File: config.mk
export PLATFORM = sky130hd
export DESIGN_NAME = maze_map_engine
export DESIGN_NICKNAME = d
export VERILOG_FILES = /design/src/rtl/maze_pkg.sv /design/src/rtl/maze_cell_ram.sv /design/src/rtl/maze_map_engine.sv
export SDC_FILE = /design/constraint.sdc
export NUM_CORES = 2
export LEC_CHECK = 0
export BUFFER_PORTS_ARGS = -buffer_cell sky130_fd_sc_hd__buf_2
export CORE_MARGIN = 8
export CORE_UTILIZATION = 66
export DETAILED_ROUTE_END_ITERATION = 10
export PLACE_DENSITY_LB_ADDON = 0.15
export REMOVE_ABC_BUFFERS = 1
export SLEW_MARGIN = 20
export SYNTH_ARGS = -nofsm -noshare
export SYNTH_HDL_FRONTEND = slang
export SYNTH_SLANG_ARGS = --single-unit
export TNS_END_PERCENT = 5
File: constraint.sdc
create_clock -name selected_clock -period 22.4 [get_ports selected_clock]
set_input_delay 0 -clock selected_clock [delete_from_list [all_inputs] [get_ports selected_clock]]
set_output_delay 0 -clock selected_clock [all_outputs]
set_load 0.05 [all_outputs]
File: src/rtl/maze_pkg.sv
// Shared cell/orientation codes and helpers for the robot maze map engine.
package maze_pkg;

  localparam logic [2:0] WALL     = 3'd0;
  localparam logic [2:0] PATH     = 3'd1;
  localparam logic [2:0] BARRIER3 = 3'd2;
  localparam logic [2:0] BARRIER6 = 3'd3;
  localparam logic [2:0] BARRIER9 = 3'd4;
  localparam logic [2:0] BLACK    = 3'd7;

  localparam logic [1:0] ORIENT_N = 2'd0;
  localparam logic [1:0] ORIENT_W = 2'd1;
  localparam logic [1:0] ORIENT_S = 2'd2;
  localparam logic [1:0] ORIENT_E = 2'd3;

  function automatic logic is_barrier(input logic [7:0] c);
    return (c == 8'(BARRIER3)) || (c == 8'(BARRIER6)) || (c == 8'(BARRIER9));
  endfunction

  // Codes 5 and 6 are unused and behave like PATH.
  function automatic logic is_passable(input logic [7:0] c);
    return (c == 8'(PATH)) || (c == 8'd5) || (c == 8'd6) || (c == 8'(BLACK));
  endfunction

  function automatic logic [7:0] downgrade(input logic [7:0] c);
    case (c)
      8'(BARRIER9): return 8'(BARRIER6);
      8'(BARRIER6): return 8'(BARRIER3);
      default:      return 8'(PATH);
    endcase
  endfunction

  // One step in direction dir; the extra index bit makes 0-1 land out of grid.
  function automatic logic [10:0] step(input logic [4:0] row, input logic [5:0] col,
                                       input logic [1:0] dir);
    logic [4:0] r;
    logic [5:0] c;
    r = row;
    c = col;
    case (dir)
      ORIENT_N: r = row - 5'd1;
      ORIENT_W: c = col - 6'd1;
      ORIENT_S: r = row + 5'd1;
      default:  c = col + 6'd1;
    endcase
    return {r, c};
  endfunction

endpackage

File: src/rtl/maze_cell_ram.sv
// Grid cell storage: three combinational read ports, one synchronous write port,
// asynchronously cleared to all WALL with the start cell as PATH.
module maze_cell_ram
  import maze_pkg::*;
#(
  parameter int ROWS      = 10,
  parameter int COLS      = 20,
  parameter int CELL_W    = 3,
  parameter int START_ROW = ROWS - 1,
  parameter int START_COL = 0
) (
  input  logic              selected_clock,
  input  logic              reset,
  input  logic [3:0]        front_row,
  input  logic [4:0]        front_col,
  output logic [CELL_W-1:0] front_data,
  input  logic [3:0]        left_row,
  input  logic [4:0]        left_col,
  output logic [CELL_W-1:0] left_data,
  input  logic [3:0]        under_row,
  input  logic [4:0]        under_col,
  output logic [CELL_W-1:0] under_data,
  input  logic              we,
  input  logic [3:0]        wr_row,
  input  logic [4:0]        wr_col,
  input  logic [CELL_W-1:0] wr_data
);

  localparam int CELLS = ROWS * COLS;
  localparam int IDX_W = $clog2(CELLS);
  localparam int START_IDX = START_ROW * COLS + START_COL;

  logic [CELL_W-1:0] cells [CELLS];

  function automatic logic [IDX_W-1:0] idx(input logic [3:0] r, input logic [4:0] c);
    return IDX_W'(int'(r) * COLS + int'(c));
  endfunction

  always_ff @(posedge selected_clock or posedge reset) begin
    if (reset) begin
      for (int i = 0; i < CELLS; i++) begin
        cells[IDX_W'(i)] <= (i == START_IDX) ? CELL_W'(PATH) : CELL_W'(WALL);
      end
    end else if (we) begin
      cells[idx(wr_row, wr_col)] <= wr_data;
    end
  end

  assign front_data = cells[idx(front_row, front_col)];
  assign left_data  = cells[idx(left_row, left_col)];
  assign under_data = cells[idx(under_row, under_col)];

endmodule

File: src/rtl/maze_map_engine.sv
// Robot maze map engine: executes turn/advance/remove commands on a cell grid,
// supports cursor-based map editing and derives the robot's sensor bits.
module maze_map_engine #(
  parameter int ROWS          = 10,
  parameter int COLS          = 20,
  parameter int CELL_W        = 3,
  parameter int REMOVE_CYCLES = 3,
  parameter int START_ROW     = ROWS - 1,
  parameter int START_COL     = 0
) (
  input  logic              selected_clock,
  input  logic              reset,
  input  logic              girar,
  input  logic              avancar,
  input  logic              remover,
  input  logic              edit_mode,
  input  logic [3:0]        edit_dir,
  input  logic              edit_write,
  input  logic [CELL_W-1:0] edit_value,
  output logic              head_out,
  output logic              left_out,
  output logic              under_out,
  output logic              barrier_out,
  output logic              blocked,
  output logic              busy,
  output logic [3:0]        robo_row,
  output logic [4:0]        robo_col,
  output logic [1:0]        robo_orient,
  output logic [3:0]        cursor_row,
  output logic [4:0]        cursor_col
);
  import maze_pkg::*;

  localparam logic [1:0] ST_RUN    = 2'd0;
  localparam logic [1:0] ST_REMOVE = 2'd1;
  localparam logic [1:0] ST_EDIT   = 2'd2;

  logic [1:0]        state;
  logic [3:0]        cnt;
  logic [10:0]       front_pos, left_pos;
  logic              front_in, left_in;
  logic [3:0]        front_ram_row, left_ram_row;
  logic [4:0]        front_ram_col, left_ram_col;
  logic [CELL_W-1:0] front_data, left_data, under_data;
  logic [CELL_W-1:0] front_cell, left_cell, down_cell;
  logic              remove_go, rm_hit, edit_wr, we;
  logic [3:0]        cnt_next, rm_cnt;
  logic [1:0]        rm_state;
  logic [3:0]        wr_row, cur_row_next;
  logic [4:0]        wr_col, cur_col_next;
  logic [CELL_W-1:0] wr_data;

  assign front_pos = step({1'b0, robo_row}, {1'b0, robo_col}, robo_orient);
  assign left_pos  = step({1'b0, robo_row}, {1'b0, robo_col}, robo_orient + 2'd1);

  assign front_in = (front_pos[10:6] < 5'(ROWS)) && (front_pos[5:0] < 6'(COLS));
  assign left_in  = (left_pos[10:6] < 5'(ROWS)) && (left_pos[5:0] < 6'(COLS));

  // Out-of-grid neighbours read a safe address and are then forced to WALL.
  assign front_ram_row = front_in ? front_pos[9:6] : 4'd0;
  assign front_ram_col = front_in ? front_pos[4:0] : 5'd0;
  assign left_ram_row  = left_in ? left_pos[9:6] : 4'd0;
  assign left_ram_col  = left_in ? left_pos[4:0] : 5'd0;

  maze_cell_ram #(
    .ROWS(ROWS), .COLS(COLS), .CELL_W(CELL_W),
    .START_ROW(START_ROW), .START_COL(START_COL)
  ) u_ram (
    .selected_clock(selected_clock),
    .reset(reset),
    .front_row(front_ram_row), .front_col(front_ram_col), .front_data(front_data),
    .left_row(left_ram_row), .left_col(left_ram_col), .left_data(left_data),
    .under_row(robo_row), .under_col(robo_col), .under_data(under_data),
    .we(we), .wr_row(wr_row), .wr_col(wr_col), .wr_data(wr_data)
  );

  always_comb begin
    front_cell = front_in ? front_data : CELL_W'(WALL);
    left_cell  = left_in ? left_data : CELL_W'(WALL);
    down_cell  = CELL_W'(downgrade(8'(front_cell)));

    remove_go = !edit_mode && remover && !girar && !avancar &&
                is_barrier(8'(front_cell)) && (state == ST_RUN || state == ST_REMOVE);
    cnt_next  = (state == ST_REMOVE) ? cnt + 4'd1 : 4'd1;
    rm_hit    = remove_go && (cnt_next == 4'(REMOVE_CYCLES));
    rm_cnt    = rm_hit ? 4'd0 : cnt_next;
    rm_state  = (rm_hit && down_cell == CELL_W'(PATH)) ? ST_RUN : ST_REMOVE;

    edit_wr = (state == ST_EDIT) && edit_mode && edit_write;
    we      = edit_wr || rm_hit;
    wr_row  = edit_wr ? cursor_row : front_ram_row;
    wr_col  = edit_wr ? cursor_col : front_ram_col;
    wr_data = edit_wr ? edit_value : down_cell;

    cur_row_next = cursor_row;
    cur_col_next = cursor_col;
    case (edit_dir)
      4'b1000: if (cursor_row != 4'd0) cur_row_next = cursor_row - 4'd1;
      4'b0100: if (cursor_row != 4'(ROWS - 1)) cur_row_next = cursor_row + 4'd1;
      4'b0010: if (cursor_col != 5'd0) cur_col_next = cursor_col - 5'd1;
      4'b0001: if (cursor_col != 5'(COLS - 1)) cur_col_next = cursor_col + 5'd1;
      default: ;
    endcase
  end

  always_ff @(posedge selected_clock or posedge reset) begin
    if (reset) begin
      state       <= ST_RUN;
      cnt         <= 4'd0;
      robo_row    <= 4'(START_ROW);
      robo_col    <= 5'(START_COL);
      robo_orient <= ORIENT_N;
      cursor_row  <= 4'd0;
      cursor_col  <= 5'd0;
      blocked     <= 1'b0;
    end else begin
      blocked <= 1'b0;
      if (edit_mode) begin
        state <= ST_EDIT;
        cnt   <= 4'd0;
        if (state == ST_EDIT) begin
          cursor_row <= cur_row_next;
          cursor_col <= cur_col_next;
        end
      end else begin
        case (state)
          ST_RUN: begin
            if (girar) begin
              robo_orient <= robo_orient + 2'd1;
            end else if (avancar) begin
              if (front_in && is_passable(8'(front_cell))) begin
                robo_row <= front_pos[9:6];
                robo_col <= front_pos[4:0];
              end else begin
                blocked <= 1'b1;
              end
            end else if (remove_go) begin
              state <= rm_state;
              cnt   <= rm_cnt;
            end
          end
          ST_REMOVE: begin
            if (remove_go) begin
              state <= rm_state;
              cnt   <= rm_cnt;
            end else begin
              state <= ST_RUN;
              cnt   <= 4'd0;
            end
          end
          default: state <= ST_RUN;
        endcase
      end
    end
  end

  assign busy        = (state == ST_REMOVE);
  assign head_out    = (front_cell == CELL_W'(WALL));
  assign left_out    = (left_cell == CELL_W'(WALL));
  assign under_out   = (under_data == CELL_W'(BLACK));
  assign barrier_out = is_barrier(8'(front_cell));

endmodule

==> flow_results.xml <==
<?xml version="1.0" encoding="UTF-8"?>
<metrics>
  <group name="status">
    <metric name="run_status" unit="">complete, no violations</metric>
  </group>
  <group name="die">
    <metric name="total_die_area" unit="µm²">70300</metric>
    <metric name="floorplan.rows" unit="">91</metric>
    <metric name="initial_utilization" unit="%">66.5</metric>
    <metric name="core" unit="µm²">61600</metric>
    <metric name="die_x" unit="µm">265</metric>
    <metric name="floorplan_die_height" unit="µm">265</metric>
    <metric name="floorplan.io_pins" unit="">40</metric>
  </group>
  <group name="worst_setup_path">
    <metric name="cp_max_fo" unit="">79</metric>
    <metric name="cp.required" unit="ps">22900</metric>
    <metric name="timing.critical_path.slowest_stage_cell" unit="">sky130_fd_sc_hd__clkinv_1</metric>
    <metric name="crit_path_start_kind" unit="">flip-flop</metric>
    <metric name="timing_worst_setup_path_type" unit="">reg -&gt; reg</metric>
    <metric name="crit_path_max_incr_delay" unit="ps">1010</metric>
    <metric name="timing.critical_path.arrival" unit="ps">12640</metric>
    <metric name="rrSetupSlack" unit="ps">10260</metric>
    <metric name="cp_most_frequent_cell" unit="">sky130_fd_sc_hd__buf_4</metric>
    <metric name="end_kind" unit="">flip-flop</metric>
    <metric name="crit_chain" unit="">clkinv_1, ha_1, nor3b_1, mux2_2, a22o_1, o221ai_4, nor2_1, ha_4, buf_4, buf_4, mux2_2, o2111ai_1, o311ai_0, a31oi_1, o221ai_1, o311ai_1, o311ai_1, and3_1, o21ai_4, buf_4, buf_4, buf_4, a21oi_1, mux2_2</metric>
  </group>
  <group name="global_route">
    <metric name="grt-busiest-layer" unit="">met2</metric>
    <metric name="pin_count_of_the_biggest_net_entering_global_routing" unit="">128</metric>
    <metric name="first_global_vias" unit="">34300</metric>
    <metric name="grt.met1_usage" unit="%">51.4</metric>
    <metric name="track_usage" unit="%">40.7</metric>
    <metric name="grtUsageMet2" unit="%">59.2</metric>
    <metric name="grt_pass1_wl" unit="µm">219000</metric>
    <metric name="grt_remaining_overflow" unit="">0</metric>
    <metric name="antenna_found_initial" unit="">6</metric>
    <metric name="groute.layer.met3.usage" unit="%">14.0</metric>
  </group>
  <group name="clocking">
    <metric name="tritoncts_clock_tree" unit="">yes</metric>
    <metric name="numCtsBuffers" unit="">69</metric>
    <metric name="numClockSinks" unit="">627</metric>
    <metric name="postCtsHoldBufs" unit="">11</metric>
    <metric name="clock_tree.htree_level_count" unit="">3</metric>
    <metric name="clkTransAtPathRegs" unit="ps">60</metric>
    <metric name="max-clock-path-buffers" unit="">3</metric>
    <metric name="postCtsSetupRepairBufs" unit="">0</metric>
    <metric name="ctsResizeCount" unit="">0</metric>
    <metric name="worstSkewPairLatency" unit="ps">630</metric>
    <metric name="clk_root_buffer_cell" unit="">sky130_fd_sc_hd__clkbuf_16</metric>
  </group>
  <group name="final_layout">
    <metric name="final_common_cell" unit="">sky130_fd_sc_hd__dfrtp_1</metric>
    <metric name="layout_overhead_on_the_synthesized_area" unit="%">7.42</metric>
    <metric name="layout_common_cells" unit="">sky130_fd_sc_hd__dfrtp_1, sky130_fd_sc_hd__mux2_2, sky130_fd_sc_hd__edfxtp_1, sky130_fd_sc_hd__nand2_1, sky130_fd_sc_hd__a21oi_1</metric>
    <metric name="final-seq-area" unit="µm²">16800</metric>
    <metric name="multi_input_comb_area" unit="µm²">22800</metric>
    <metric name="finish.utilization" unit="%">71.4</metric>
    <metric name="layout-drive-gt1-share" unit="%">21.3</metric>
    <metric name="fillers" unit="">4196</metric>
    <metric name="net_count_reported_at_finish" unit="">3519</metric>
  </group>
  <group name="synthesis">
    <metric name="synth-seq-area-share" unit="%">40.9</metric>
    <metric name="postSynthAreaPerCell" unit="µm²">11.5</metric>
    <metric name="ys_ff_latch" unit="">627</metric>
    <metric name="yosys.area_share.simple" unit="%">10.9</metric>
    <metric name="synth_cell_types" unit="">92</metric>
    <metric name="ys_top_cells_by_area" unit="">sky130_fd_sc_hd__dfrtp_1, sky130_fd_sc_hd__edfxtp_1, sky130_fd_sc_hd__a2111oi_4, sky130_fd_sc_hd__mux4_2, sky130_fd_sc_hd__mux2_2</metric>
    <metric name="synth_compound_area_share" unit="%">22.5</metric>
    <metric name="yosys.area.top_type_share" unit="%">25.0</metric>
    <metric name="post_synth_mux_area_share" unit="%">19.2</metric>
    <metric name="post_synth_xor_area_fraction" unit="%">0.855</metric>
    <metric name="synth_top_family_by_area" unit="">compound AO/OA/AOI/OAI gates</metric>
    <metric name="synth_fa_ha_area_share" unit="%">1.63</metric>
    <metric name="post_synth_instance_area" unit="µm²">41000</metric>
    <metric name="synth_enable_flop_cells" unit="">216</metric>
    <metric name="synthFlopType" unit="">sky130_fd_sc_hd__dfrtp_1</metric>
    <metric name="syn_inst" unit="">3566</metric>
    <metric name="yosysTopAreaCell" unit="">sky130_fd_sc_hd__dfrtp_1</metric>
    <metric name="asyncSetResetFlopFracSynth" unit="%">65.6</metric>
    <metric name="synthesis.yosys.warnings" unit="">0</metric>
  </group>
  <group name="sta">
    <metric name="unrepaired_setup_endpoints_after_global_routing" unit="">no</metric>
    <metric name="final_period_minus_worst_setup_slack" unit="ps">12140</metric>
    <metric name="totalNegativeSetupSlack" unit="ps">0</metric>
    <metric name="tightestPinTransition" unit="ps">1220</metric>
    <metric name="maxSlewHeadroom" unit="%">17.7</metric>
    <metric name="final_report_hold_violation_count" unit="">0</metric>
    <metric name="count_of_final_setup_violators" unit="">0</metric>
    <metric name="fin_skew" unit="ps">19.9</metric>
    <metric name="final-max-slew-violation-count" unit="">0</metric>
    <metric name="layout_worst_path_cycle_share" unit="%">54.2</metric>
    <metric name="fmax" unit="GHz">0.0823</metric>
  </group>
  <group name="placement">
    <metric name="routabilityCongestion" unit="">0.996</metric>
    <metric name="port_buffers" unit="">39</metric>
    <metric name="dp.final_hpwl" unit="µm">90400</metric>
  </group>
  <group name="route">
    <metric name="route.antenna.remaining_nets" unit="">0</metric>
    <metric name="vias" unit="">34900</metric>
    <metric name="drt_pass1_iterations" unit="">10</metric>
    <metric name="post_drt_via_cell_ratio" unit="">8.03</metric>
    <metric name="drt_wl_total" unit="µm">146000</metric>
    <metric name="drcViolationCount" unit="">0</metric>
    <metric name="avg_wl_per_cell" unit="µm">33.7</metric>
    <metric name="dr.first_iter.drc_count" unit="">6275</metric>
  </group>
  <group name="flow_run">
    <metric name="max-cap-violations" unit="">0</metric>
  </group>
  <group name="min_path">
    <metric name="min_path_type" unit="">in -&gt; reg</metric>
  </group>
</metrics>
worst max-delay path: cells and delay by family (launching register included):
family                   cells  cell delay, ps
flip-flops                   1             990
buffers and inverters        6            5070
multiplexers                 3            1070
AO/OA/AOI/OAI               10            2700
adder cells (fa/ha/maj)      2            1160
AND/OR/NAND/NOR              3             760
flip-flops by register name, indices dropped and copies added, names as in the netlist:
register / cells
robo_row: 4
blocked: 1
state: 2
cnt: 4
u_ram.cells: 600
robo_col: 5
cursor_row: 4
robo_orient: 2
cursor_col: 5
routing by layer:
layer / vias up / share of wire (%)
li1: 14000 / -
met1: 17000 / 35
met2: 3055 / 42
met3: 865 / 15
met4: 2 / 8.4
met5: - / 0.0089
synthesized netlist by cell type (53+ instances only):
cell,n
sky130_fd_sc_hd__nor2_1,119
sky130_fd_sc_hd__clkbuf_1,218
sky130_fd_sc_hd__nand3_1,140
sky130_fd_sc_hd__nor4_1,66
sky130_fd_sc_hd__mux2i_1,59
sky130_fd_sc_hd__nor3_1,179
sky130_fd_sc_hd__a221oi_1,61
sky130_fd_sc_hd__edfxtp_1,216
sky130_fd_sc_hd__a2111oi_4,119
sky130_fd_sc_hd__a21oi_1,202
sky130_fd_sc_hd__o21ai_0,198
sky130_fd_sc_hd__dfrtp_1,409
sky130_fd_sc_hd__mux2_1,187
sky130_fd_sc_hd__nand4_1,55
sky130_fd_sc_hd__buf_1,53
sky130_fd_sc_hd__a211oi_1,107
sky130_fd_sc_hd__mux4_2,120
sky130_fd_sc_hd__nand2_1,212
sky130_fd_sc_hd__mux2_2,219
cell families (layout without fill, tap and decap cells):
| kind of cell | Yosys count | after routing |
|---|---|---|
| AND/OR/NAND/NOR | 899 | 899 |
| other | 1 | 2 |
| XOR/XNOR | 40 | 40 |
| adder cells (fa/ha/maj) | 48 | 48 |
| AO/OA/AOI/OAI | 1003 | 1003 |
| buffers and inverters | 363 | 307 |
| flip-flops | 627 | 627 |
| multiplexers | 585 | 585 |
layout make-up:
class	count	area share, %
well taps	837	2.38
multi-input cells	2576	51.8
diodes	1	0.00569
clock buffers	94	4.46
clock inverters	30	0.444
flip-flops and latches	627	38.1
inverters	34	0.307
repair buffers	149	2.46
metrics by stage:
step | setup WS [ps] | hold WS, ps | cell area, µm² | std cells
floorplan | -1120 | 31.4 | 39500 | 3237
global placement | 10950 | 214 | 41700 | 4212
detailed placement | 10620 | 223 | 41700 | 4212
CTS | 10560 | 101 | 44000 | 4347
global route | 10010 | 136 | 44000 | 4347
finish | 10260 | 121 | 44000 | 4348
final timing paths:
check | startpoint | end | cells past startpoint
setup reg to reg | robo_col[1]$_DFFE_PP0P_ | u_ram.cells[365]$_DFFE_PP0P_ | 24
hold reg to reg | u_ram.cells[227]$_DFFE_PP0P_ | u_ram.cells[227]$_DFFE_PP0P_ | 1
min in group asynchronous | reset | cursor_col[3]$_DFFE_PP0P_ | 3
max in group asynchronous | reset | u_ram.cells[461]$_DFFE_PP0P_ | 5
setup / recovery | robo_col[1]$_DFFE_PP0P_ | u_ram.cells[365]$_DFFE_PP0P_ | 24
hold / removal | remover | cnt[2]$_DFFE_PP0P_ | 5
Power is left out: the tool's default activity adds up to more than one toggle a clock period on the data nets, which glitch-free logic cannot reach.
